## src/rtl/mem_access_stage.sv

```systemverilog
// Stage-3 memory-access controller: passes non-memory ops through, runs loads/stores over a
// req/ack handshake while stalling upstream. Optional access timeout via `define MEM_TIMEOUT_EN.
module mem_access_stage #(
    parameter int TIMEOUT_CYCLES = 64
) (
    input  logic        clk,
    input  logic        rst,
    input  logic [15:0] alu_in,
    input  logic [15:0] store_data_in,
    input  logic [3:0]  rd_addr_in,
    input  logic [1:0]  mem_signals_in,
    input  logic [2:0]  wb_signals_in,
    output logic        dmem_req,
    output logic        dmem_we,
    output logic [15:0] dmem_addr,
    output logic [15:0] dmem_wdata,
    input  logic [15:0] dmem_rdata,
    input  logic        dmem_ack,
    output logic        stall,
    output logic [15:0] alu_out,
    output logic [15:0] data_out,
    output logic [3:0]  rd_addr_out,
    output logic [2:0]  wb_signals_out,
    output logic        dmem_err
);

    typedef enum logic [1:0] {IDLE, BUSY, DONE} state_e;

    state_e      state_q, state_d;
    logic [15:0] addr_q, addr_d;
    logic [15:0] wdata_q, wdata_d;
    logic [15:0] rdata_q, rdata_d;
    logic [3:0]  rd_q, rd_d;
    logic [2:0]  wb_q, wb_d;
    logic        we_q, we_d;
    logic        mem_op;

    assign mem_op = |mem_signals_in;

`ifdef MEM_TIMEOUT_EN
    logic [7:0] cnt_q, cnt_d;
    logic       err_q, err_d;
    logic       expired;

    assign expired  = (cnt_q == 8'(TIMEOUT_CYCLES - 1));
    assign dmem_err = err_q;
`else
    logic unused_timeout;

    assign unused_timeout = ^8'(TIMEOUT_CYCLES);
    assign dmem_err       = 1'b0;
`endif

    // Request side is only driven in BUSY so nothing stale leaks onto the memory bus.
    assign dmem_req   = (state_q == BUSY);
    assign dmem_we    = dmem_req & we_q;
    assign dmem_addr  = dmem_req ? addr_q  : 16'h0000;
    assign dmem_wdata = dmem_req ? wdata_q : 16'h0000;

    always_comb begin
        // NOTE: every signal gets a default first so no path through the case infers a latch.
        state_d        = state_q;
        addr_d         = addr_q;
        wdata_d        = wdata_q;
        rdata_d        = rdata_q;
        rd_d           = rd_q;
        wb_d           = wb_q;
        we_d           = we_q;
`ifdef MEM_TIMEOUT_EN
        cnt_d          = cnt_q;
        err_d          = err_q;
`endif
        stall          = 1'b0;
        alu_out        = 16'h0000;
        data_out       = 16'h0000;
        rd_addr_out    = 4'h0;
        wb_signals_out = 3'b000;

        unique case (state_q)
            IDLE: begin
                if (mem_op) begin
                    stall   = 1'b1;
                    addr_d  = alu_in;
                    wdata_d = store_data_in;
                    rd_d    = rd_addr_in;
                    wb_d    = wb_signals_in;
                    we_d    = mem_signals_in[1];
                    rdata_d = 16'h0000;
`ifdef MEM_TIMEOUT_EN
                    cnt_d   = 8'd0;
`endif
                    state_d = BUSY;
                end else begin
                    alu_out        = alu_in;
                    rd_addr_out    = rd_addr_in;
                    wb_signals_out = wb_signals_in;
                end
            end
            BUSY: begin
                stall = 1'b1;
                if (dmem_ack) begin
                    rdata_d = we_q ? 16'h0000 : dmem_rdata;
                    state_d = DONE;
                end
`ifdef MEM_TIMEOUT_EN
                // A timed-out op completes with its writeback suppressed.
                else if (expired) begin
                    rdata_d = 16'h0000;
                    wb_d    = 3'b000;
                    err_d   = 1'b1;
                    state_d = DONE;
                end else begin
                    cnt_d = cnt_q + 8'd1;
                end
`endif
            end
            DONE: begin
                alu_out        = addr_q;
                data_out       = rdata_q;
                rd_addr_out    = rd_q;
                wb_signals_out = wb_q;
                state_d        = IDLE;
            end
            default: state_d = IDLE;
        endcase
    end

    // NOTE: state uses non-blocking assignments so every register samples pre-edge values.
    always_ff @(posedge clk or posedge rst) begin
        if (rst) begin
            state_q <= IDLE;
            addr_q  <= 16'h0000;
            wdata_q <= 16'h0000;
            rdata_q <= 16'h0000;
            rd_q    <= 4'h0;
            wb_q    <= 3'b000;
            we_q    <= 1'b0;
`ifdef MEM_TIMEOUT_EN
            cnt_q   <= 8'd0;
            err_q   <= 1'b0;
`endif
        end else begin
            state_q <= state_d;
            addr_q  <= addr_d;
            wdata_q <= wdata_d;
            rdata_q <= rdata_d;
            rd_q    <= rd_d;
            wb_q    <= wb_d;
            we_q    <= we_d;
`ifdef MEM_TIMEOUT_EN
            cnt_q   <= cnt_d;
            err_q   <= err_d;
`endif
        end
    end

endmodule

```

## config.mk

```make
export PLATFORM = sky130hd
export DESIGN_NAME = mem_access_stage
export DESIGN_NICKNAME = d
export VERILOG_FILES = /design/src/rtl/mem_access_stage.sv
export SDC_FILE = /design/constraint.sdc
export NUM_CORES = 1
export LEC_CHECK = 0
export BUFFER_PORTS_ARGS = -buffer_cell sky130_fd_sc_hd__buf_2
export CELL_PAD_IN_SITES_DETAIL_PLACEMENT = 1
export CELL_PAD_IN_SITES_GLOBAL_PLACEMENT = 1
export CORE_ASPECT_RATIO = 0.7
export CORE_MARGIN = 10
export CORE_UTILIZATION = 30
export DETAILED_ROUTE_END_ITERATION = 10
export HOLD_SLACK_MARGIN = 0.03
export PLACE_DENSITY = 0.82
export SLEW_MARGIN = 10
export SYNTH_ARGS = -nofsm -noshare
export SYNTH_HDL_FRONTEND = slang
export SYNTH_SLANG_ARGS = --single-unit
```

## constraint.sdc

```tcl
create_clock -name clk -period 1.7 [get_ports clk]
set_input_delay 0.255 -clock clk [delete_from_list [all_inputs] [get_ports clk]]
set_output_delay 0.255 -clock clk [all_outputs]
set_load 0.01 [all_outputs]
```

### Yosys cells after proc, flatten, opt, wreduce, memory -nomap -nowiden

Cells that the tools add are included.

* eq/ne operators: 4
* multiplexer cells: 18
* bitwise logic cells: 1
* reductions and logical operators: 6

Operators by type and width (number)
* $mux 16: 7
* $pmux 16 s2: 2
* $pmux 4 s2: 1
* $pmux 3 s2: 1
* $mux 2: 2
* $mux 4: 1
* $pmux 2 s2: 1
* $reduce_and 2->1: 2
* $mux 3: 1
* $reduce_and 3->1: 1
* $eq 2x1->1 const B: 1
* $eq 2x2->1 const B: 1
* $logic_not 2->1: 1
* $ne 2x1->1 const B: 1
* $ne 2x2->1 const B: 1
* $pmux 1 s2: 1
* $reduce_bool 2->1: 1
* $reduce_or 2->1: 1
* $and 1x1->1: 1
* $mux 1: 1

* register bits after elaboration: 58
* bits of input ports: 60
* output and inout port bits: 75
* logic and storage cells: 36

### Logic depth before layout (Yosys ltp)

Gate-level depths: netlist of run 1.

* depth after elaboration: 3
* mapped depth: 6
* gate-level depth less buffers: 3

### Worst setup path after synthesis of run 1

No wires, ideal clock.

* path kind: register to register
* from: reg state_q[1]
* to: reg addr_q[15]
* setup time: 0.128 ns
* arrival: 1.480 ns
* data required time: 1.572 ns
* path slack: 0.093 ns
* stages on the path, launching flop included: 7
* buffers on the path: 3
* period minus slack after synthesis: 1.607 ns
* cells stage by stage: dfrtp_1 > buf_2 > nor2_1 > o21a_1 > buf_4 > buf_4 > mux2_1

* cells in the longest elaborated chain, start to end: 2

RTL lines
* from (decl): line 29 `state_e state_q, state_d;`
* from (signal assigned): line 143 `state_q <= state_d;`
* $logic_not 2->1: line 79 `unique case (state_q)`
* $reduce_and 2->1 (no line)
* to (signal assigned): line 144 `addr_q <= addr_d;`
* to (decl): line 30 `logic [15:0] addr_q, addr_d;`

Every way passes these cells.
A chain may end at the register's enable or synchronous reset.

### Worst setup path in the final report of run 1

* from: reg state_q[1]
* to: out alu_out[9]

* cells in the longest elaborated chain, start to end: 2
* elaborated cells between the ends (all ways): 3
* classes of those cells: 1 x eq/ne; 1 x mux; 1 x reduce/logical

RTL lines
* $eq 2x2->1 or $logic_not 2->1 (tied branches): line 79
* $pmux 16 s2 *: line 79
* to (decl): line 20 `output logic [15:0] alu_out,`

Mark *: on every way between the ends. The rest lies on a longest branch, timed or not.

==> impl_metrics.py, run 1 <==
metrics = {
    "status": {
        "status": "complete, but fails checks",
        "violations": "setup timing",
    },
    "synthesis": {
        "avgSynthCellArea_um2": 11.5,
        "synth_xor_xnor_area_share_pct": 0,
        "ys_seq_area_share_pct": 50.3,
        "synth_compound_area_share_pct": 7.80,
        "synthAdderAreaFrac_pct": 0,
        "synth.area.mux_share_pct": 20.8,
        "synth-simple-area-share_pct": 15.7,
        "ys_types": 19,
        "synth_top_area_share_pct": 50.3,
        "synthTopCellsByArea": "dfrtp_1 50%, mux2_1 15%, and2_1 11%, a22o_1 7.3%, mux2i_1 5.5%",
        "yosysWarningCount": 0,
        "synth_top_family_by_area": "multiplexers",
        "synthesis.area_mm2": 0.00289,
        "syn_inst": 250,
        "yosys.area.top_type": "dfrtp_1",
        "syn_nets": 310,
        "ys_ff_latch": 58,
    },
    "floorplanning": {
        "die-area_mm2": 0.0140,
        "die_w_um": 137,
        "core_area_mm2": 0.00922,
        "row_count": 29,
        "start_util_pct": 31.3,
        "die_h_um": 102,
        "boundaryPins": 135,
    },
    "pwr": {
        "combPwrFrac_pct": 41.8,
        "ir_drop_uv": 760,
        "p_sw_share_pct": 32.8,
        "seq_power_share_pct": 33.3,
        "power_density_mw_per_mm2": 1560,
        "intPower_mw": 4.68,
        "clockPowerShare_pct": 24.9,
        "leakagePower_nw": 2.27,
        "p_sw_mw": 2.29,
    },
    "worst_setup_path": {
        "arrival_ns": 1.63,
        "slowest_stage": "dfrtp_2",
        "path_max_fanout": 11,
        "slowest_delay_ns": 0.43,
        "r2r_cells": 7,
        "required_ns": 1.44,
        "worst_setup_path_end_kind": "output port",
        "path_class": "flip-flop to output port",
        "crit_path_start_kind": "flip-flop",
        "crit_chain": "nor4_4 > buf_6 > buf_8 > a22o_1 > buf_2",
    },
    "clock_network": {
        "cts.sinks": 58,
        "cts_tree": "built",
        "cts_inserted_buffers": 9,
        "cts_root_buf": "clkbuf_16",
        "clk_pin_slew_ns": 0.05,
        "clockBufferDepth": 2,
        "htree_levels": 3,
        "insertion_delay_ns": 0.32,
    },
    "timing": {
        "min_period_over_period_pct": 111,
        "finalSetupViolations": 72,
        "fmax_ghz": 0.531,
        "worst_pin_slew_ns": 0.550,
        "maxSlewHeadroom_pct": 63.3,
        "hold_violations": 0,
        "setup_slack_ns": -0.182,
        "setup_tns_ns": -7.73,
        "fin_crit_ns": 1.88,
        "slew_violations": 0,
        "rsz0062_at_grt": "yes",
        "clock_skew_ns": 0.00465,
    },
    "cells_and_area": {
        "fin_nets": 467,
        "drive_above_1_share_pct": 48.8,
        "final_cell_mix": "119 x buf_2, 57 x dfrtp_1, 39 x mux2_1, 37 x and2_1, 24 x a22o_1",
        "final_common_cell": "buf_2",
        "num-fill-cells": 1045,
        "syn2layout_area_growth_pct": 55.3,
        "final_cells": 536,
        "diodes": 0,
    },
    "drt": {
        "first_pass_iters": 4,
        "vias": 2498,
        "drtAntennaViolNets": 0,
        "via_per_inst": 4.66,
        "drtIter0Drc": 58,
        "drc": 0,
        "wl_per_cell_um": 19.0,
        "drt-total-wl_um": 10200,
    },
    "grt": {
        "grt_max_degree": 40,
        "grt_pass1_wl_um": 14600,
        "antenna_found_initial": 0,
        "grt.total_usage_pct": 13.2,
        "first_global_vias": 2781,
        "grt.overflow.total": 0,
    },
    "place": {
        "dp_cells": 501,
        "place.gp.congestion": 0.700,
        "io_buffers": 133,
        "dpl.hpwl_um": 7030,
    },
    "job": {
        "drv_cap": 0,
    },
    "min_path": {
        "hold_path.class": "input port to flip-flop",
        "min_delay_path_depth": 2,
    },
}
layout make-up:
type	instances	area [um^2]	area share (%)
inverters	17	63.8	1.42
well taps	124	155	3.46
multi-input cells	158	1370	30.5
clock buffers	10	229	5.11
repair buffers	163	1160	25.8
flip-flops and latches	58	1450	32.4
clock inverters	6	57.6	1.28
critical path: cells and delay by family (launching register included):
| family | cells | cell delay (ns) |
|---|---|---|
| AO/OA/AOI/OAI | 1 | 0.15 |
| buffers and inverters | 3 | 0.44 |
| flip-flops | 1 | 0.43 |
| AND/OR/NAND/NOR | 1 | 0.28 |
what timing repair did:
item	CTS	global route
hold endpoints to repair	23	0
cloned	4	4
endpoints found under the setup margin	88	113
buffers inserted	9	4
hold buffers	1	0
resized for setup	23	34
pin swaps	13	1
through the flow:
step | power [mW] | utilization [%] | setup slack, ns | area, um^2 | hold WS (ns)
after CTS | 6.70 | 46.0 | -0.200 | 4240 | 0.137
after detailed placement | 4.62 | 40.7 | -0.0417 | 3750 | 0.339
after global routing | 7.42 | 48.6 | -0.265 | 4480 | 0.148
final | 6.97 | 48.6 | -0.182 | 4480 | 0.149
after global placement | 4.49 | 40.7 | -0.000985 | 3750 | 0.334
after floorplan | 3.64 | - | 0.0170 | 2890 | 0.354
per-layer routing:
metal	routed length, um	global-route usage (%)	vias up
met5	0	0	-
met4	37	2.91	0
met3	796	5.39	4
met2	5020	22.3	77
met1	4310	15.4	1261
li1	-	-	1156
sequential cells by signal, summed over array words and instances, names as in the netlist:
| name | count |
|---|---|
| rd_q | 4 |
| addr_q | 16 |
| state_q | 2 |
| wdata_q | 16 |
| we_q | 1 |
| rdata_q | 16 |
| wb_q | 3 |
cell families (layout without fill, tap and decap cells):
group / after synthesis / count (layout)
AOI/OAI and AO/OA: 26 / 26
and+or+nand+nor: 76 / 76
muxes: 55 / 55
DFF: 58 / 58
buffers and inverters: 34 / 196
other: 1 / 1
synthesized netlist by cell type:
cell type,number
mux2i_1,16
nor4_2,1
nand2_1,17
o21a_1,1
inv_1,17
nor3_4,1
and2_1,50
nor2_1,2
conb_1,1
mux2_1,39
nor2b_1,3
buf_2,8
clkbuf_1,5
nor3b_2,1
buf_4,4
dfrtp_1,58
a211oi_1,1
a22o_1,24
nor3_2,1
worst paths after layout:
path | from | endpoint | slack, ns
worst max register to register | state_q[1]$_DFFE_PP0P_ | rdata_q[14]$_DFFE_PP0P_ | 0.04
worst min register to register | wdata_q[12]$_DFFE_PP0P_ | wdata_q[12]$_DFFE_PP0P_ | 0.47
min in group asynchronous | rst | rdata_q[5]$_DFFE_PP0P_ | 0.55
max in group asynchronous | rst | state_q[1]$_DFFE_PP0P_ | 0.54
worst max-delay path | state_q[1]$_DFFE_PP0P_ | alu_out[9] | -0.18
worst min-delay path | store_data_in[9] | wdata_q[9]$_DFFE_PP0P_ | 0.15
power by group through the flow:
stage / Sequential [mW] / Combinational, mW / Clock, mW
global placement: 2.29 / 2.20 / 0
finish: 2.32 / 2.92 / 1.73
detailed placement: 2.34 / 2.28 / 0
global route: 2.40 / 3.17 / 1.85
floorplan: 2.20 / 1.44 / 0
CTS: 2.32 / 2.59 / 1.79
(Power assumes the default switching activity.)
==> run 2: changes to the inputs <==
- CORE_UTILIZATION: 30 -> 31
- PLACE_DENSITY: 0.82 -> 0.84
==> run 2 against run 1 <==
  * The flow still finishes with violations (setup timing)
  * Final cell count is 0.93% higher
  * Cell area up 5.0%
  * Core utilization is 3.3 points higher
  * Sequential cell count did not move
  * Critical path depth unchanged
  * Count of clock-buffer cells in the layout rose by 4
  * Sequential share of layout area down 1.5 points
  * Fmax down 2.2%
  * Die area fell by 2.7%
  * Highest routed layer unchanged
==> impl_metrics.py, run 2 (synthesis gave the netlist of run 1 again) <==
metrics = {
    "status": {
        "status": "complete, but fails checks",
        "violations": "setup timing",
    },
    "timing": {
        "fmax_ghz": 0.520,
        "fin_crit_ns": 1.92,
        "finalSetupViolations": 109,
        "slew_violations": 0,
        "rsz0062_at_grt": "yes",
        "hold_violations": 0,
        "clock_skew_ns": 0.00752,
        "setup_slack_ns": -0.224,
        "min_period_over_period_pct": 113,
    },
    "cells_and_area": {
        "drive_above_1_share_pct": 57.2,
        "fin_nets": 471,
        "final_cell_area_mm2": 0.00471,
        "final_common_cell": "buf_2",
        "post-route-util_pct": 51.9,
        "final_cell_mix": "121 x buf_2, 56 x dfrtp_1, 41 x and2_1, 37 x mux2_4, 23 x a22o_1",
        "reg_top3": "addr_q: 16 flops, rdata_q: 16 flops, wdata_q: 16 flops",
        "syn2layout_area_growth_pct": 63.1,
    },
    "clock_network": {
        "clk_pin_slew_ns": 0.05,
        "htree_levels": 3,
        "cts_inserted_buffers": 9,
        "cts_tree": "built",
        "insertion_delay_ns": 0.32,
        "cts_root_buf": "clkbuf_16",
        "clockBufferDepth": 2,
        "cts.sinks": 58,
    },
    "drt": {
        "via_per_inst": 4.69,
        "drtIter0Drc": 101,
        "drt-total-wl_um": 10600,
        "wl_per_cell_um": 19.6,
        "first_pass_iters": 4,
        "drc": 0,
        "vias": 2537,
        "drtAntennaViolNets": 0,
    },
    "grt": {
        "antenna_found_initial": 1,
        "grt.total_usage_pct": 13.7,
        "grt_max_degree": 59,
        "first_global_vias": 2819,
        "grt.overflow.total": 0,
        "grt_pass1_wl_um": 14700,
    },
    "place": {
        "io_buffers": 133,
        "placed_area_mm2": 0.00379,
        "place.gp.congestion": 0.747,
        "dpl.hpwl_um": 6870,
    },
    "pwr": {
        "leakagePower_nw": 2.45,
        "ir_drop_uv": 673,
        "power_density_mw_per_mm2": 1600,
    },
    "floorplanning": {
        "die_w_um": 135,
        "start_util_pct": 31.8,
        "boundaryPins": 135,
        "die-area_mm2": 0.0136,
        "core_area_mm2": 0.00907,
        "row_count": 29,
        "die_h_um": 101,
    },
    "worst_setup_path": {
        "required_ns": 1.44,
        "crit_path_start_kind": "flip-flop",
        "path_class": "flip-flop to output port",
        "worst_setup_path_end_kind": "output port",
        "arrival_ns": 1.67,
        "path_max_fanout": 6,
    },
    "job": {
        "drv_cap": 0,
    },
    "min_path": {
        "hold_path.class": "input port to flip-flop",
    },
}
## run 2: per-stage QoR
step                power [mW]  hold slack, ns  setup TNS [ns]  std cells  worst slack (ns)
finish                    7.53           0.144          -12.13        541            -0.224
global route              7.99           0.143          -20.32        541            -0.310
CTS                       6.75           0.130          -10.79        532            -0.235
detailed placement        4.67           0.356          -0.789        502           -0.0854
global placement          4.52           0.337         -0.0586        502           -0.0586
floorplan                 3.64           0.354               0        250            0.0170
## run 2: layer usage
layer  global-route usage (%)  vias to the layer above  share of wire (%)
li1                         -                     1162                  -
met1                     14.7                     1268                 41
met2                     23.2                       94                 49
met3                     6.47                       13                8.4
met4                     4.54                        0                1.8
met5                        0                        -                  0
## run 2: worst paths after layout
check,from,endpoint,slack [ns],depth (start not counted)
max,state_q[1]$_DFFE_PP0P_,alu_out[7],-0.22,5
min,dmem_ack,state_q[0]$_DFFE_PP0P_,0.14,2
max reg2reg,state_q[1]$_DFFE_PP0P_,wdata_q[10]$_DFFE_PP0P_,-0.04,6
min reg2reg,wb_q[1]$_DFFE_PP0P_,wb_q[1]$_DFFE_PP0P_,0.50,1
max in group asynchronous,rst,state_q[0]$_DFFE_PP0P_,0.83,4
min in group asynchronous,rst,rdata_q[0]$_DFFE_PP0P_,0.59,4
## run 2: report_power, final
part | internal, mW | switching, mW
Combinational | 2.05 | 1.42
Clock | 1.10 | 0.595
Sequential | 1.98 | 0.393
Total | 5.13 | 2.41
## run 2: what timing repair did
item | in CTS | in global routing
pin swaps | 10 | 22
endpoints found under the setup margin | 89 | 110
hold buffers | 1 | 0
setup buffers | 10 | 4
endpoints found under the hold margin | 58 | 0
gates resized for setup | 23 | 63
gates cloned | 3 | 6
## run 2: layout make-up
class	instances	area [um^2]
inverters	17	63.8
clock inverters	2	10.0
well taps	124	155
fillers	1019	4360
diodes	1	2.50
clock buffers	14	274
multi-input cells	158	1500
flip-flops and latches	58	1450
repair buffers	167	1250
## run 2: critical path, stage by stage (launching register included)
cell and delay [ns]:
dfrtp_2 0.44, nor4_4 0.29, buf_6 0.18, buf_8 0.12
a22o_1 0.19, buf_6 0.13
